===== src/rtl/game_pkg.sv =====
// game_pkg: screen state, task and menu click codes shared by controller, renderer and click decoder
package game_pkg;
  typedef enum logic [3:0] {
    TITLE  = 4'd0,
    STAFF  = 4'd1,
    STAGE1 = 4'd2,
    SUCC1  = 4'd3,
    STAGE2 = 4'd4,
    SUCC2  = 4'd5,
    STAGE3 = 4'd6,
    SUCC3  = 4'd7,
    FAIL   = 4'd8,
    HELP   = 4'd9
  } state_t;
  typedef enum logic [1:0] {NONE, FIND_KEY, FIND_LIGHT, FIND_DOOR} todo_t;
  localparam logic [2:0] C_STAGE1 = 3'd0;
  localparam logic [2:0] C_STAGE2 = 3'd1;
  localparam logic [2:0] C_STAGE3 = 3'd2;
  localparam logic [2:0] C_NEXT   = 3'd3;
  localparam logic [2:0] C_BACK   = 3'd4;
  localparam logic [2:0] C_RETRY  = 3'd5;
  localparam logic [2:0] C_STAFF  = 3'd6;
  localparam logic [2:0] C_HELP   = 3'd7;
endpackage


===== src/rtl/game_ctrl_stage_timer.sv =====
// stage_timer: stage countdown (in clk rst load en tick, out time_left[7] and combinational expire on the 1->0 tick)
module stage_timer #(
  parameter int TIME_LIMIT = 90
) (
  input  logic       clk,
  input  logic       rst,
  input  logic       load,
  input  logic       en,
  input  logic       tick,
  output logic [6:0] time_left,
  output logic       expire
);
  assign expire = en && tick && time_left == 7'd1;
  always_ff @(posedge clk) begin
    if (rst || load) time_left <= 7'(TIME_LIMIT);
    else if (en && tick && time_left != 7'd0) time_left <= time_left - 7'd1;
  end
endmodule


===== src/rtl/game_ctrl.sv =====
// game_ctrl: screen FSM and stage progress (in click_valid/click_id, tick_1hz, key/light/door/trap hits; out state, key_find, life, todo, play_valid, time_left)
module game_ctrl
  import game_pkg::*;
#(
  parameter int TIME_LIMIT = 90,
  parameter int MAX_LIFE   = 3
) (
  input  logic       clk,
  input  logic       rst,
  input  logic       click_valid,
  input  logic [2:0] click_id,
  input  logic       tick_1hz,
  input  logic       key_hit,
  input  logic       light_hit,
  input  logic       door_hit,
  input  logic       trap_hit,
  output logic [3:0] state,
  output logic [1:0] key_find,
  output logic [1:0] life,
  output logic [1:0] todo,
  output logic [3:0] play_valid,
  output logic [6:0] time_left
);
  state_t st, ns, tgt, ls, nls;
  todo_t td, nt;
  logic [1:0] nk, nl;
  logic [3:0] npv;
  logic enter, expire, in_stage, door_ok, trap;
  assign state = st;
  assign todo = td;
  assign in_stage = st == STAGE1 || st == STAGE2 || st == STAGE3;
  assign door_ok = door_hit && td == FIND_DOOR;
  assign trap = trap_hit && st == STAGE3;
  stage_timer #(.TIME_LIMIT(TIME_LIMIT)) u_timer (
    .clk(clk), .rst(rst), .load(enter), .en(in_stage), .tick(tick_1hz),
    .time_left(time_left), .expire(expire)
  );
  always_comb begin
    ns = st;
    nk = key_find;
    nl = life;
    nt = td;
    npv = play_valid;
    nls = ls;
    tgt = STAGE1;
    enter = 1'b0;
    case (st)
      TITLE: if (click_valid) begin
        if (click_id == C_STAGE1 || (click_id == C_STAGE2 && play_valid[2]) || (click_id == C_STAGE3 && play_valid[3])) begin
          enter = 1'b1;
          tgt = click_id == C_STAGE1 ? STAGE1 : click_id == C_STAGE2 ? STAGE2 : STAGE3;
        end
        else if (click_id == C_STAFF) ns = STAFF;
        else if (click_id == C_HELP) ns = HELP;
      end
      STAFF, HELP: if (click_valid && click_id == C_BACK) ns = TITLE;
      STAGE1, STAGE2, STAGE3: if (door_ok) begin
        ns = st == STAGE1 ? SUCC1 : st == STAGE2 ? SUCC2 : SUCC3;
        nt = NONE;
        npv = play_valid | (st == STAGE1 ? 4'b0100 : st == STAGE2 ? 4'b1000 : 4'b0000);
      end
      else begin
        if (trap) nl = life - 2'd1;
        if ((trap && life == 2'd1) || expire) ns = FAIL;
        else begin
          if (key_hit && td == FIND_KEY) begin
            nk = key_find + 2'd1;
            if (key_find == 2'd2) nt = FIND_DOOR;
          end
          if (light_hit && td == FIND_LIGHT && st == STAGE2) nt = FIND_KEY;
        end
      end
      SUCC1, SUCC2: if (click_valid) begin
        if (click_id == C_NEXT) begin
          enter = 1'b1;
          tgt = st == SUCC1 ? STAGE2 : STAGE3;
        end
        else if (click_id == C_BACK) ns = TITLE;
      end
      SUCC3: if (click_valid && click_id == C_NEXT) ns = STAFF;
      FAIL: if (click_valid) begin
        if (click_id == C_RETRY) begin
          enter = 1'b1;
          tgt = ls;
        end
        else if (click_id == C_BACK) ns = TITLE;
      end
      default: ns = TITLE;
    endcase
    if (enter) begin
      ns = tgt;
      nk = 2'd0;
      nl = 2'(MAX_LIFE);
      nt = tgt == STAGE2 ? FIND_LIGHT : FIND_KEY;
      nls = tgt;
    end
  end
  always_ff @(posedge clk) begin
    if (rst) begin
      st <= TITLE;
      key_find <= 2'd0;
      life <= 2'(MAX_LIFE);
      td <= NONE;
      play_valid <= 4'b0010;
      ls <= STAGE1;
    end
    else begin
      st <= ns;
      key_find <= nk;
      life <= nl;
      td <= nt;
      play_valid <= npv;
      ls <= nls;
    end
  end
endmodule

===== config.mk =====
export PLATFORM = sky130hd
export DESIGN_NAME = game_ctrl
export DESIGN_NICKNAME = d
export VERILOG_FILES = /design/src/rtl/game_pkg.sv /design/src/rtl/game_ctrl_stage_timer.sv /design/src/rtl/game_ctrl.sv
export SDC_FILE = /design/constraint.sdc
export NUM_CORES = 1
export LEC_CHECK = 0
export ABC_AREA = 1
export ABC_CLOCK_PERIOD_IN_PS = 1700
export CAP_MARGIN = 20
export CORE_MARGIN = 5
export CORE_UTILIZATION = 45
export CTS_BUF_LIST = sky130_fd_sc_hd__clkbuf_16
export DETAILED_ROUTE_END_ITERATION = 8
export DONT_BUFFER_PORTS = 1
export PLACE_DENSITY = 0.62
export RECOVER_POWER = 25
export SLEW_MARGIN = 30
export SYNTH_ARGS = -nofsm -noshare
export SYNTH_HDL_FRONTEND = slang
export SYNTH_SLANG_ARGS = --single-unit

===== constraint.sdc =====
create_clock -name clk -period 1.7 [get_ports clk]
set_clock_uncertainty 0.2 [all_clocks]
set_input_delay 0.255 -clock clk [delete_from_list [all_inputs] [get_ports clk]]
set_output_delay 0.255 -clock clk [all_outputs]
set_load 0.02 [all_outputs]

# --- Word level (Yosys, flattened, before mapping) ---
# Cells that the tools add are included.
totals:
  reg_bits: 25
  wordCells: 125
  latchBits: 0
  ramBits: 0
  memories: 0
  rom_bits: 0
  output_inout_bits: 21
  in_bits: 11
classes:
  n_mul: 0
  magnitude_cmp: 0
  div_mod_pow: 0
  shift: 0
  n_eq_ne: 34
  add_sub_neg: 3
  reduce_logical: 34
  muxes: 44
  bitwise_logic: 3
op_table:
  columns: ["op", "count"]
  rows:
  - ["$mux W4", 18]
  - ["$ne A3 B2 Y1 const B", 9]
  - ["$pmux W4 S6", 1]
  - ["$mux W2", 11]
  - ["$eq A4 B3 Y1 const B", 5]
  - ["$mux W3", 6]
  - ["$logic_and A1 B1 Y1", 13]
  - ["$eq A3 B3 Y1 const B", 4]
  - ["$pmux W4 S3", 1]
  - ["$reduce_and A10 Y1", 1]
  - ["$eq A4 B2 Y1 const B", 2]
  - ["$eq A4 B4 Y1 const B", 2]
  - ["$ne A4 B3 Y1 const B", 2]
  - ["$reduce_and A4 Y1", 2]
  - ["$reduce_bool A4 Y1", 2]
  - ["$eq A7 B1 Y1 const B", 1]
  - ["$reduce_bool A7 Y1", 1]
  - ["$sub A7 B1 Y7 const B", 1]
  - ["$eq A2 B2 Y1 const B", 3]
  - ["$eq A3 B2 Y1 const B", 2]
  - ["$logic_or A1 B1 Y1", 6]
  - ["$mux W1", 6]
  - ["$reduce_or A2 Y1", 3]
  - ["$eq A2 B1 Y1 const B", 2]
  - ["other kinds (13)", 14]

# --- Depth between registers and ports, before layout ---
# Gate-level depths: netlist of the first run.
depth:
  word_depth: 10
  ltp_mapped: 13

# --- By module ---
# A second synthesis of the first run with hierarchy kept.
unflattened:
  hier_cells: 255
  area_unflattened_um2: 1584.0
by_module_without_submodules:
  columns: ["module", "cells_per_inst", "n_inst", "seq_area_each_um2", "area_per_inst_um2"]
  rows:
  - ["game_ctrl", 192, 1, 320.3, 1152.4]
  - ["stage_timer", 63, 1, 140.1, 431.7]

# --- Worst setup path after synthesis of the first run ---
# Ideal clock, no wire load.
synth_timing:
  path_type: "reg2reg"
  start: "reg st[2] (netlist: state[2])"
  end: "reg td[1] (netlist: todo[1])"
  stages_incl_launch_ff: 13
  setup_slack_ps: -166
  synth_period_minus_slack_ps: 1866
  arrival_time_ps: 1553
  cell_sequence: "dfxtp_1 inv_1 nor2_2 nand2_1 nand3_1 inv_1 nand2_1 nand3_4 buf_8 nand2_1 nand2_1 nor2_1 nor2_1"
synth_between:
  elab_chain_len: 8
synth_lines:
  columns: ["item", "line_no", "rtl"]
  rows:
  - ["start: declaration", "game_ctrl.sv:24", "state_t st, ns, tgt, ls, nls;"]
  - ["start signal: assignment", "game_ctrl.sv:108", "st <= ns;"]
  - ["$eq A4 B2 Y1 (tied with other cells)", "game_ctrl.sv:47, game_ctrl.sv:76", null]
  - ["$mux W2 / $logic_or A1 B1 Y1 (equally long branches)", "game_ctrl.sv:76, game_ctrl.sv:31", null]
  - ["$mux W3 / $logic_or A1 B1 Y1 (equally long branches)", "game_ctrl.sv:74, game_ctrl.sv:31", null]
  - ["$mux W3 / $logic_and A1 B1 Y1 (equally long branches)", "game_ctrl.sv:73, game_ctrl_stage_timer.sv:13", null]
  - ["$pmux W4 S3 / $logic_and A1 B1 Y1 (equally long branches)", "game_ctrl.sv:47, game_ctrl_stage_timer.sv:13", null]
  - ["$eq A4 B3 Y1 / $logic_or A1 B1 Y1 (equally long branches)", "game_ctrl.sv:94, game_ctrl.sv:64", null]
  - ["$mux W2 / $ne A3 B2 Y1 (equally long branches)", null, null]
  - ["$mux W2 / $reduce_and A4 Y1 (equally long branches)", null, null]
  - ["end signal: assignment", "game_ctrl.sv:111", "td <= nt;"]
  - ["end: declaration", "game_ctrl.sv:25", "todo_t td, nt;"]
# Several ways; a longest one is shown, not always the timed one. The select of a mux whose other input is x is not followed.
# A chain may end at the register's enable or synchronous reset.

# --- Final worst setup path of the first run ---
layout_timing:
  start: "reg u_timer.time_left[2]"
  end: "reg u_timer.time_left[5]"
layout_between:
  elab_chain_len: 2
layout_lines:
  columns: ["item", "line_no", "rtl"]
  rows:
  - ["start: declaration", "game_ctrl_stage_timer.sv:10", "output logic [6:0] time_left,"]
  - ["start signal: assignment", "game_ctrl_stage_timer.sv:15", "if (rst || load) time_left <= 7'(TIME_LIMIT);"]
  - ["start signal: assignment", "game_ctrl_stage_timer.sv:16", "else if (en && tick && time_left != 7'd0) time_left <= time_left - 7'd1;"]
  - ["branches (longest 2 deep; another with $sub A7 B1 Y7)", null, null]
# Several ways; the timed one is not identified.

==> results of run 1 <==
[metrics by stage]
stage	power (mW)	std cells	hold WS, ns
final	2.42	331	0.0761
after floorplan	1.26	239	0.240
after CTS	2.24	327	-0.152
after global placement	1.60	322	0.113
after global routing	2.58	331	0.113
after detailed placement	1.60	322	0.118
[worst max-delay path: stages, from the launching register on]
cell and delay [ns]:
dfxtp_1 0.31, or2_2 0.34, nor2_2 0.18, nand3_1 0.12, nand3_2 0.17, buf_4 0.17
mux2i_1 0.17, nor2_1 0.05
[worst paths after layout]
check        slack, ns                           endpoint                               from
min reg2reg       0.27                 ls[0]$_SDFFE_PP0P_                 ls[0]$_SDFFE_PP0P_
max              -0.11  u_timer.time_left[5]$_SDFFE_PP0P_  u_timer.time_left[2]$_SDFFE_PP0P_
max reg2reg      -0.11  u_timer.time_left[5]$_SDFFE_PP0P_  u_timer.time_left[2]$_SDFFE_PP0P_
min               0.08               todo[0]$_SDFFE_PP0P_                                rst
[report_power, final]
part,switching (mW),internal (mW)
sequential,0.0615,0.601
combinational,0.715,0.530
clock,0.200,0.317
[timing repair]
| action | in CTS | in global routing |
|---|---|---|
| pin swaps | 2 | 9 |
| setup endpoints to repair | 21 | 21 |
| cloned | 1 | 0 |
| resized for setup | 25 | 33 |
| setup buffers | 0 | 3 |
| endpoints found under the hold margin | 9 | 9 |
[layer usage]
layer / global-route usage / wire length (um) / vias up
met5: 0 / 0 / -
met3: 0.0493 / 226 / 2
met4: 0.0546 / 17 / 0
met2: 0.286 / 2080 / 41
met1: 0.261 / 1980 / 764
li1: - / - / 861
[registers in the layout (all words and copies together) (netlist names)]
register	cells
u_timer.time_left	7
life	2
state	4
play_valid	2
todo	2
ls	4
key_find	2
[cell type report]
class,instances,share of cell area
tap,46,0.0265
inverter,34,0.0598
multi-input combinational,178,0.502
timing repair buffer,46,0.155
clock buffer,3,0.0345
sequential,23,0.220
clock inverter,1,0.00230
[logic make-up (layout without fill, tap and decap cells)]
logic type	count (synthesis)	count (layout)	synth area share
other	2	2	0.00494
buffers and inverters	39	84	0.111
muxes	1	1	0.00658
DFF	23	23	0.303
adders and majority gates	5	5	0.0411
and+or+nand+nor	141	142	0.414
AOI/OAI and AO/OA	23	23	0.0913
xor gates and xnor gates	5	5	0.0288
[cell usage after synthesis (all sizes together) (2+ instances only)]
master	n	area, um^2
a21oi	8	47.6
conb	2	7.51
dfxtp	23	460
nor3	4	20.0
xor2	3	26.3
ha	5	62.6
nand3	28	158
nand2	56	213
or2	3	18.8
nand4	5	31.3
o21ai	9	48.8
inv	34	128
nor2	44	183
xnor2	2	17.5
buf	4	37.5
==> results.json, run 1 <==
{
  "ys_ff_latch": 23,
  "fin_area_um2": 2170,
  "num-nets-final": 302,
  "multiInputGateArea_um2": 1090,
  "dr.pass1.iters": 4,
  "gr-usage-all-layers": 0.189,
  "peakVddDrop_v": 0.000767,
  "whs_path_depth": 3,
  "dp_slack_ns": -0.174,
  "r2r_cells": 7,
  "synth_cell_types": 32,
  "dieWidth_um": 68.1,
  "required_ns": 1.65,
  "worst_ep_arrival_time_ns": 1.77,
  "min_path_type": "input pin to register",
  "grt_overflow": 0,
  "status": "complete, but fails checks",
  "antennaDiodeCount": 0,
  "final_common_cell": "nand2_1",
  "layout_common_cells": "nand2_1, buf_4, inv_1, nor2_1, nand3_1",
  "worstSetupEndpointType": "register",
  "max-cap-violations": 0,
  "violations": "setup timing",
  "die_h_um": 68.1,
  "finalCritPeriodShare": 1.07,
  "vias": 1668,
  "synth-edff-count": 0,
  "path_clk_slew_ns": 0.06,
  "syn_area_um2": 1520,
  "crit_path_max_fanout": 4,
  "drive_above_1_share": 0.361,
  "floorplan.initialDensity": 0.460,
  "drc": 0,
  "setup_slack_ns": -0.114,
  "slew_violations": 0,
  "syn_inst": 239,
  "place_congestion": 0.885,
  "fill_cells": 288,
  "syn2layout_area_growth_pct": 42.9,
  "clockBufferDepth": 2,
  "routed_wl_mm": 4.30,
  "core_um2": 3310,
  "leakagePower_nw": 1.04,
  "row_count": 21,
  "finalCoreUtilization": 0.657,
  "yosys_warnings": 0,
  "cts_max_level": 1,
  "cts_tree": "done",
  "ys.flop_type": "dfxtp_1",
  "place_hpwl_mm": 3.09,
  "ys_async_sr_fraction": 0,
  "grt_max_degree": 14,
  "port_buffers": 0,
  "syn-num-nets": 255,
  "ant_nets": 0,
  "cts_sinks": 23,
  "drtIter0Drc": 107,
  "cts_root_buffer": "clkbuf_16",
  "setup_tns_ns": -1.17,
  "vias_per_cell": 5.04,
  "wl_per_cell_um": 13.0,
  "ys_seq_area_frac": 0.303,
  "seqCellArea_um2": 478,
  "insertion_delay_ns": 0.25,
  "placed_area_um2": 1870,
  "numCtsBuffers": 3,
  "fmax_ghz": 0.551,
  "setup_viol": 15,
  "grt_antenna_before_repair": 0,
  "p_per_area_nw_per_um2": 1110,
  "rsz0062_at_grt": "yes",
  "worst_setup_path_start_kind": "register",
  "first_global_vias": 1482,
  "period_minus_slack_ns": 1.81,
  "ios": 32,
  "critical_path_class": "register to register",
  "hold_viol_final": 0,
  "post_synth.cell_area_avg_um2": 6.37,
  "grt_pass1_wl_mm": 6.66,
  "die-area_um2": 4640
}
Note: power is estimated with default switching activity, not from simulation.
==> run 2, diff against run 1 <==
--- a/config.mk
+++ b/config.mk
@@ -15,7 +15,6 @@
 export DONT_BUFFER_PORTS = 1
 export PLACE_DENSITY = 0.62
 export RECOVER_POWER = 25
-export SLEW_MARGIN = 30
 export SYNTH_ARGS = -nofsm -noshare
 export SYNTH_HDL_FRONTEND = slang
 export SYNTH_SLANG_ARGS = --single-unit
==> results of run 2 <==
No change in the layout: final DEF, timing and power equal those of run 1.
